`src/rtl/fu_issue_arbiter_pkg.sv`:
```
// Shared issue definitions for the functional-unit issue stage.
//   NUM_FU          : number of functional units arbitrated in parallel
//   issue_fu_e      : 2-bit target-FU encoding carried per wavefront slot
//   FU_* bit order  : position of each FU in fu_ready / issue_valid / issue_wfid
//   fu_decode()     : encoding -> FU one-hot (no bit set for an unknown value)
package fu_issue_arbiter_pkg;

  localparam int NUM_FU = 4;

  typedef enum logic [1:0] {
    ISSUE_FU_SIMD_ENCODING = 2'd0,
    ISSUE_FU_SALU_ENCODING = 2'd1,
    ISSUE_FU_LSU_ENCODING  = 2'd2,
    ISSUE_FU_SIMF_ENCODING = 2'd3
  } issue_fu_e;

  // Bit order {simf, lsu, salu, simd}.
  localparam int FU_SIMD = 0;
  localparam int FU_SALU = 1;
  localparam int FU_LSU  = 2;
  localparam int FU_SIMF = 3;

  function automatic logic [NUM_FU-1:0] fu_decode(input logic [1:0] enc);
    logic [NUM_FU-1:0] onehot;
    onehot = '0;
    case (enc)
      ISSUE_FU_SIMD_ENCODING: onehot[FU_SIMD] = 1'b1;
      ISSUE_FU_SALU_ENCODING: onehot[FU_SALU] = 1'b1;
      ISSUE_FU_LSU_ENCODING:  onehot[FU_LSU]  = 1'b1;
      ISSUE_FU_SIMF_ENCODING: onehot[FU_SIMF] = 1'b1;
      default:                onehot          = '0;
    endcase
    return onehot;
  endfunction

endpackage

```
`src/rtl/fu_issue_arbiter_if.sv`:
```
// Issue-stage bus between the wavefront pool and the FU issue arbiter.
//   wf_ready    : per-wavefront instruction ready to issue
//   wf_fu       : per-wavefront target-FU encoding, slot i at [2i+1:2i]
//   fu_ready    : per-FU can accept, order {simf,lsu,salu,simd}
//   issue_valid : per-FU one-cycle grant pulse
//   issue_wfid  : granted wavefront id per FU, FU k at [k*WFID_W +: WFID_W]
//   issued_mask : OR of all wavefronts granted this cycle
// master = wavefront pool side, slave = arbiter side.
interface fu_issue_arbiter_if
  import fu_issue_arbiter_pkg::*;
#(
  parameter int NUM_WF = 8,
  parameter int WFID_W = $clog2(NUM_WF)
);

  logic [NUM_WF-1:0]        wf_ready;
  logic [2*NUM_WF-1:0]      wf_fu;
  logic [NUM_FU-1:0]        fu_ready;
  logic [NUM_FU-1:0]        issue_valid;
  logic [NUM_FU*WFID_W-1:0] issue_wfid;
  logic [NUM_WF-1:0]        issued_mask;

  modport master (
    output wf_ready, wf_fu, fu_ready,
    input  issue_valid, issue_wfid, issued_mask
  );

  modport slave (
    input  wf_ready, wf_fu, fu_ready,
    output issue_valid, issue_wfid, issued_mask
  );

endinterface

```
`src/rtl/fu_issue_arbiter_rr_arbiter.sv`:
```
// Combinational round-robin picker for one functional unit.
//   req       : candidate wavefront vector
//   ptr       : search start index; lowest req index >= ptr wins, else lowest overall
//   grant     : one-hot of the winner (zero when req is empty)
//   grant_id  : index of the winner (zero when req is empty)
//   any_grant : req is non-empty
module rr_arbiter #(
  parameter int NUM_WF = 8,
  parameter int WFID_W = $clog2(NUM_WF)
) (
  input  logic [NUM_WF-1:0] req,
  input  logic [WFID_W-1:0] ptr,
  output logic [NUM_WF-1:0] grant,
  output logic [WFID_W-1:0] grant_id,
  output logic              any_grant
);

  logic              hi_any;
  logic [WFID_W-1:0] hi_id;
  logic [WFID_W-1:0] lo_id;

  // NOTE: every output of a combinational block gets a default first so no
  // path through the loop leaves a signal unassigned and infers a latch.
  always_comb begin
    hi_any    = 1'b0;
    hi_id     = '0;
    lo_id     = '0;
    any_grant = 1'b0;
    // Scan downward so the last hit written is the lowest index in each range.
    for (int i = NUM_WF - 1; i >= 0; i--) begin
      if (req[i]) begin
        any_grant = 1'b1;
        lo_id     = WFID_W'(i);
        if (i >= int'(ptr)) begin
          hi_any = 1'b1;
          hi_id  = WFID_W'(i);
        end
      end
    end
    grant_id = hi_any ? hi_id : lo_id;
    grant    = '0;
    if (any_grant) grant[grant_id] = 1'b1;
  end

endmodule

```
`src/rtl/fu_issue_arbiter.sv`:
```
// Issue arbiter: picks one ready wavefront per functional unit each cycle,
// round-robin per FU, with registered outputs (one-cycle latency).
//   clk : clock, rising edge
//   rst : synchronous active-high reset
//   bus : fu_issue_arbiter_if slave (wf_ready, wf_fu, fu_ready in;
//         issue_valid, issue_wfid, issued_mask out)
module fu_issue_arbiter
  import fu_issue_arbiter_pkg::*;
#(
  parameter int NUM_WF = 8,
  parameter int WFID_W = $clog2(NUM_WF)
) (
  input logic                clk,
  input logic                rst,
  fu_issue_arbiter_if.slave  bus
);

  logic [WFID_W-1:0] rr_ptr   [NUM_FU];
  logic [NUM_WF-1:0] holdoff;
  logic [NUM_FU-1:0] wf_dec   [NUM_WF];
  logic [NUM_WF-1:0] req      [NUM_FU];
  logic [NUM_WF-1:0] grant    [NUM_FU];
  logic [WFID_W-1:0] grant_id [NUM_FU];
  logic [NUM_FU-1:0] any_grant;
  logic [NUM_WF-1:0] winner_mask;

  // Candidate vectors. A wavefront granted last cycle is held off because its
  // wf_ready only drops one cycle after the grant is seen upstream.
  always_comb begin
    for (int i = 0; i < NUM_WF; i++) begin
      wf_dec[i] = fu_decode(bus.wf_fu[2*i +: 2]);
    end
    for (int k = 0; k < NUM_FU; k++) begin
      req[k] = '0;
      for (int i = 0; i < NUM_WF; i++) begin
        req[k][i] = bus.wf_ready[i] & ~holdoff[i] & wf_dec[i][k] & bus.fu_ready[k];
      end
    end
  end

  for (genvar k = 0; k < NUM_FU; k++) begin : g_fu
    rr_arbiter #(
      .NUM_WF (NUM_WF),
      .WFID_W (WFID_W)
    ) u_rr_arbiter (
      .req       (req[k]),
      .ptr       (rr_ptr[k]),
      .grant     (grant[k]),
      .grant_id  (grant_id[k]),
      .any_grant (any_grant[k])
    );
  end

  // Each wavefront targets a single FU, so the per-FU grants never overlap.
  always_comb begin
    winner_mask = '0;
    for (int k = 0; k < NUM_FU; k++) winner_mask |= grant[k];
  end

  // NOTE: state registers use non-blocking assignments so every register
  // samples pre-edge values; reset is synchronous, so it only acts on an edge.
  always_ff @(posedge clk) begin
    if (rst) begin
      bus.issue_valid <= '0;
      bus.issue_wfid  <= '0;
      bus.issued_mask <= '0;
      holdoff         <= '0;
      for (int k = 0; k < NUM_FU; k++) rr_ptr[k] <= '0;
    end else begin
      bus.issue_valid <= any_grant;
      bus.issued_mask <= winner_mask;
      holdoff         <= winner_mask;
      for (int k = 0; k < NUM_FU; k++) begin
        // Id and pointer hold when the FU does not grant.
        if (any_grant[k]) begin
          bus.issue_wfid[k*WFID_W +: WFID_W] <= grant_id[k];
          rr_ptr[k] <= (grant_id[k] == WFID_W'(NUM_WF - 1)) ? '0
                                                            : grant_id[k] + WFID_W'(1);
        end
      end
    end
  end

endmodule

```
`src/flat_wrapper.sv`:
```
// flat-port wrapper written by rule: the top's interface ports become plain ports
module fu_issue_arbiter_flat import fu_issue_arbiter_pkg::*;
#(
  parameter int NUM_WF = 8,
  parameter int WFID_W = $clog2(NUM_WF)
)
  (clk, rst, bus_wf_ready, bus_wf_fu, bus_fu_ready, bus_issue_valid, bus_issue_wfid, bus_issued_mask);
  fu_issue_arbiter_if #(.NUM_WF(NUM_WF), .WFID_W(WFID_W)) bus_i ();
  input logic clk;
  input logic rst;
  input wire logic [$bits(bus_i.wf_ready)-1:0] bus_wf_ready;
  input wire logic [$bits(bus_i.wf_fu)-1:0] bus_wf_fu;
  input wire logic [$bits(bus_i.fu_ready)-1:0] bus_fu_ready;
  output wire logic [$bits(bus_i.issue_valid)-1:0] bus_issue_valid;
  output wire logic [$bits(bus_i.issue_wfid)-1:0] bus_issue_wfid;
  output wire logic [$bits(bus_i.issued_mask)-1:0] bus_issued_mask;
  assign bus_i.wf_ready = bus_wf_ready;
  assign bus_i.wf_fu = bus_wf_fu;
  assign bus_i.fu_ready = bus_fu_ready;
  assign bus_issue_valid = bus_i.issue_valid;
  assign bus_issue_wfid = bus_i.issue_wfid;
  assign bus_issued_mask = bus_i.issued_mask;
  fu_issue_arbiter #(.NUM_WF(NUM_WF), .WFID_W(WFID_W)) u_core (.clk(clk), .rst(rst), .bus(bus_i));
endmodule
```
`config.mk`:
```
export PLATFORM = sky130hd
export DESIGN_NAME = fu_issue_arbiter_flat
export DESIGN_NICKNAME = d
export VERILOG_FILES = /design/src/rtl/fu_issue_arbiter_pkg.sv /design/src/rtl/fu_issue_arbiter_if.sv /design/src/rtl/fu_issue_arbiter_rr_arbiter.sv /design/src/rtl/fu_issue_arbiter.sv /design/src/flat_wrapper.sv
export SDC_FILE = /design/constraint.sdc
export NUM_CORES = 1
export LEC_CHECK = 0
export CAP_MARGIN = 20
export CORE_MARGIN = 2
export CORE_UTILIZATION = 54
export DETAILED_ROUTE_END_ITERATION = 6
export PLACE_DENSITY = 0.81
export SLEW_MARGIN = 25
export SYNTH_ARGS = -nofsm -noshare
export SYNTH_HDL_FRONTEND = slang
export SYNTH_SLANG_ARGS = --single-unit
```
`constraint.sdc`:
```
create_clock -name clk -period 3.05 [get_ports clk]
set_input_delay 0.61 -clock clk [delete_from_list [all_inputs] [get_ports clk]]
set_output_delay 0.61 -clock clk [all_outputs]
set_load 0.05 [all_outputs]
```
* Word-level counts from Yosys, hierarchy flattened
Memories as Yosys holds them, arrays and structs flattened.
Cells that the tools add are included.
** Word-level totals
- Register bits :: 24
- Bits in writable memories :: 12
- Input port bits :: 30
- Output and inout port bits :: 24
- Logic and storage cells :: 420
- Memories kept :: 1
** Memories
- u_core.rr_ptr :: words 4, bits a word 3, read ports 4, clocked after Yosys merged registers in 0, wr ports 4, RTL line fu_issue_arbiter.sv:18 : logic [WFID_W-1:0] rr_ptr [NUM_FU];
** Operators by class
- Add/sub/neg operators :: 4
- $lt $le $gt $ge :: 36
- Equality and inequality tests :: 28
- Multiplexer cells :: 246
- Bitwise operators :: 87
- Reduce and logical (&&, ||, !) cells :: 12
** Operators with widths (count)
- $mux 3 :: 100
- $mux 1 :: 138
- $and 1x1->1 :: 72
- $ge 3x3->1 const A :: 12
- $eq 2x2->1 const B :: 16
- $mux 8 :: 4
- $ge 1x3->1 const A :: 8
- $ge 2x3->1 const A :: 8
- $or 8x8->8 :: 3
- $eq 2x1->1 const B :: 8
- $logic_not 2->1 :: 8
- $lt 3x4->1 const B :: 4
- $add 3x1->3 const B :: 4
- $demux 1 s3 :: 4
- $eq 3x3->1 const B :: 4
- $ge 3x1->1 const B :: 4
- $not 1->1 :: 8
- $logic_and 1x1->1 :: 4
- $or 1x1->1 :: 4

* Longest topological paths before layout
- Word-level depth :: 28
- Gate-level depth with buffers :: 12

* Modules after synthesis
A second synthesis with hierarchy kept.
** Unflattened totals
- Cell total of the unflattened synthesis :: 409
- Area total of the unflattened synthesis :: 3393.3 sq um
** By module, submodules not included
- fu_issue_arbiter :: instances 1, cells each 169, area an instance 1781.7 sq um
- rr_arbiter :: instances 4, cells each 60, area an instance 402.9 sq um

* Worst setup path before layout
No wires, ideal clock.
- Path kind :: flip-flop to flip-flop
- Start :: reg, netlist name u_core.bus.issued_mask[7]
- End :: mem u_core.rr_ptr[3][2] (netlist name) (data pin)
- Library setup time :: 0.255 ns
- Data arrival time :: 2.553 ns
- Required time :: 2.795 ns
- Setup slack :: 0.242 ns
- Cell stages (with the launch flop) :: 10
- Buffers on the path :: 1
- Cells stage by stage :: dfxtp_1 > and3b_1 > and3_1 > or2_2 > nand2b_1 > o41ai_1 > buf_4 > ha_1 > ha_1 > and2_1
** RTL lines (RTL line)
- to (decl) :: fu_issue_arbiter.sv:18

==> out/qor.txt <==
Placed cells -> 597
Crit Path Class -> input pin to flop
Startpoint types -> input pin
Status -> complete, no violations
Die Footprint -> 0.006542 mm²
Global-route wire length before repair -> 17440 µm
# diodes -> 0
Critical Path Fanout Max -> 3
Core box area -> 0.005816 mm²
HPWL after DPL -> 8393 µm
Initial antenna violation count -> 0
Post-Layout Cell Count -> 611
Multi-input gate area -> 0.002374 mm²
Number of max-cap violations -> 0
Period utilization -> 98.10%
Seq/Total Area, Yosys -> 26.34%
Mapped Nets -> 445
FILL cells -> 421
HP Class -> flop to flop
Pin count of the biggest net entering global routing -> 13
GR Util All Layers -> 34.23%
Pins over their slew limit -> 0
Min Tclk post-route -> 2.992 ns
Measured slew at the worst slew-check pin -> 0.5410 ns
Pre-CTS WS -> -0.3700 ns
CP Data Required Time -> 3.09 ns
Via-to-Cell Ratio -> 6.527
Die Wd -> 80.88 µm
Vias after detailed routing -> 3988
# hold bufs at CTS -> 0
Clk_lat worst skew -> 0.29 ns
RD Place Congestion -> 0.9955
Setup-failing EPs final -> 0
Worst VDD drop -> 0.0004657 V
Tot Pwr -> 2.154 mW
Initial core utilization -> 54.88%
LEAKAGE -> 1.982 nW
Root Buffer -> clkbuf_8
Worst endpoint data arrival time -> 3.03 ns
Synth-to-Final Area Change -> 46.41%
Layout cells sized above 1 -> 27.80%
Drt initial violations -> 410
Grt ovf -> 0
Fin. Hold Viols -> 0
Worst-path clk slew -> 0.07 ns
Synthesized area per cell -> 7.842 µm²
EDFF count, synth -> 12
Crit. End Element -> flop
FF+latch area -> 840.8 µm²
Top-level port count -> 54
Nets -> 573
Util after Layout -> 80.36%
Top FF cell, synth -> dfxtp_1
Post-Route Skew -> 0.005794 ns
Distinct cells, synth -> 74
Core Rows -> 28
Wire per inst -> 18.93 µm
Detailed-router iteration count before antenna repair -> 6
Clk sinks -> 36
PwrDens -> 460.9 mW/mm²
FFs w/ async S/R, synth -> 0%
Remaining antenna violation count after routing -> 0
CTS buffer count -> 5
Fmax -> 334.2 MHz
Post-Syn Area -> 0.003192 mm²
Die height -> 80.88 µm
CTS tree -> yes
Clk buf depth -> 2
DRC -> 0
Slew margin rel. -> 63.80%
Post-synthesis cell count -> 407
Htree depth -> 2
Final worst slack -> 0.05808 ns
Vias in the first global route -> 3678
Synthesis-stage register bit count -> 36
YS warnings -> 0
Reg2Reg Setup Slack -> 0.42 ns
Buffers on Ports -> 53
Final WL -> 11560 µm
worst max-delay path: stages:
cell             delay [ns]
clkdlybuf4s50_1        0.54
nor3b_1                0.09
and3_1                 0.23
o21ai_2                0.24
o2111ai_4              0.20
o311ai_2               0.41
ha_2                   0.26
ha_2                   0.17
nor3_2                 0.05
and2b_2                0.22
cells by family after synthesis:
logic type	share of synthesized area [%]
simple gates	37.71
compound gates	27.87
flops	26.34
buf+inv	4.939
fa+ha+maj	3.136
what timing repair did:
item | in CTS | in global routing
setup endpoints to repair | 11 | 17
hold endpoints to repair | 0 | 0
pin swaps | 1 | 23
gates resized for setup | 6 | 46
buffers inserted | 0 | 6
power breakdown:
group | leakage (nW) | internal, mW | switching [mW]
Clock | 0.0445 | 0.183 | 0.164
Combinational | 1.61 | 0.483 | 0.629
Sequential | 0.328 | 0.584 | 0.111
Total | 1.98 | 1.25 | 0.904
state kept, by name (all words and copies together), names as in the netlist:
register                cells
u_core.bus.issue_wfid      12
u_core.rr_ptr              12
u_core.bus.issued_mask      8
u_core.bus.issue_valid      4
cells in the final DEF (no fill, tap or decap), types with 8 or more instances in the layout:
| cell type | instances |
|---|---|
| and2_1 | 13 |
| inv_1 | 12 |
| nor2_1 | 41 |
| nand3b_1 | 15 |
| edfxtp_1 | 12 |
| and3_1 | 9 |
| clkdlybuf4s50_1 | 47 |
| o211ai_1 | 8 |
| buf_4 | 88 |
| a31oi_1 | 10 |
| dfxtp_1 | 24 |
| nand2_1 | 35 |
| nand3_1 | 20 |
| a21oi_1 | 22 |
cell type report:
| cell class | count | area share [%] |
|---|---|---|
| multi-input cells | 337 | 50.79 |
| inverters | 13 | 1.044 |
| repair buffers | 142 | 26.16 |
| well taps | 75 | 2.008 |
| clock buffers | 7 | 1.847 |
| clock inverters | 1 | 0.1606 |
| flip-flops and latches | 36 | 17.99 |
Yosys cell counts, types with 6 or more instances:
cell type   n  area (µm²)
nor3_1     11       55.05
and3b_1     8       70.07
nor3b_1     7       52.55
and2_1     13       81.33
nand3b_1   15       112.6
o21ai_0    10       50.05
and3_1     10       62.56
nand4_1     6       37.54
clkbuf_1   12       45.04
nor2_1     43       161.4
dfxtp_1    24       480.5
inv_1      12       45.04
o211ai_1    8       60.06
a21oi_1    23       115.1
nor4_1      8       50.05
nand2_1    35       131.4
nand3_1    21       105.1
edfxtp_1   12       360.4
a211o_1     6       52.55
ha_1        8       100.1
a21boi_0    6       45.04
a31oi_1    10       62.56
path summary, 6_finish.rpt:
| path | start | end | depth (start not counted) |
|---|---|---|---|
| hold / removal | u_core.bus.issue_wfid[11] | u_core.bus.issue_wfid[11] | 2 |
| setup reg to reg | u_core.rr_ptr[3][1] | u_core.bus.issued_mask[4] | 10 |
| setup / recovery | bus_wf_fu[8] | u_core.rr_ptr[2][0] | 10 |
| hold reg to reg | u_core.bus.issue_wfid[11] | u_core.bus.issue_wfid[11] | 2 |
routing by layer:
metal  vias to the layer above  global-route usage (%)  routed length, µm
li1                       1812                       -                  -
met1                      1850                   45.10               4707
met2                       269                   57.36               5347
met3                        57                   3.667               1079
met4                         0                   13.73                429
met5                         -                       0                  0
stage by stage:
step                      hold WS, ns  TNS [ns]  cell area, µm²
after global placement         0.4463    -3.439            4343
after floorplan                0.6712         0            3192
final                          0.4630         0            4673
after detailed placement       0.4471    -4.650            4343
after CTS                      0.4649  -0.03796            4467
after global routing           0.4987   -0.1445            4673
No activity file was read; power rests on OpenSTA's default activity.
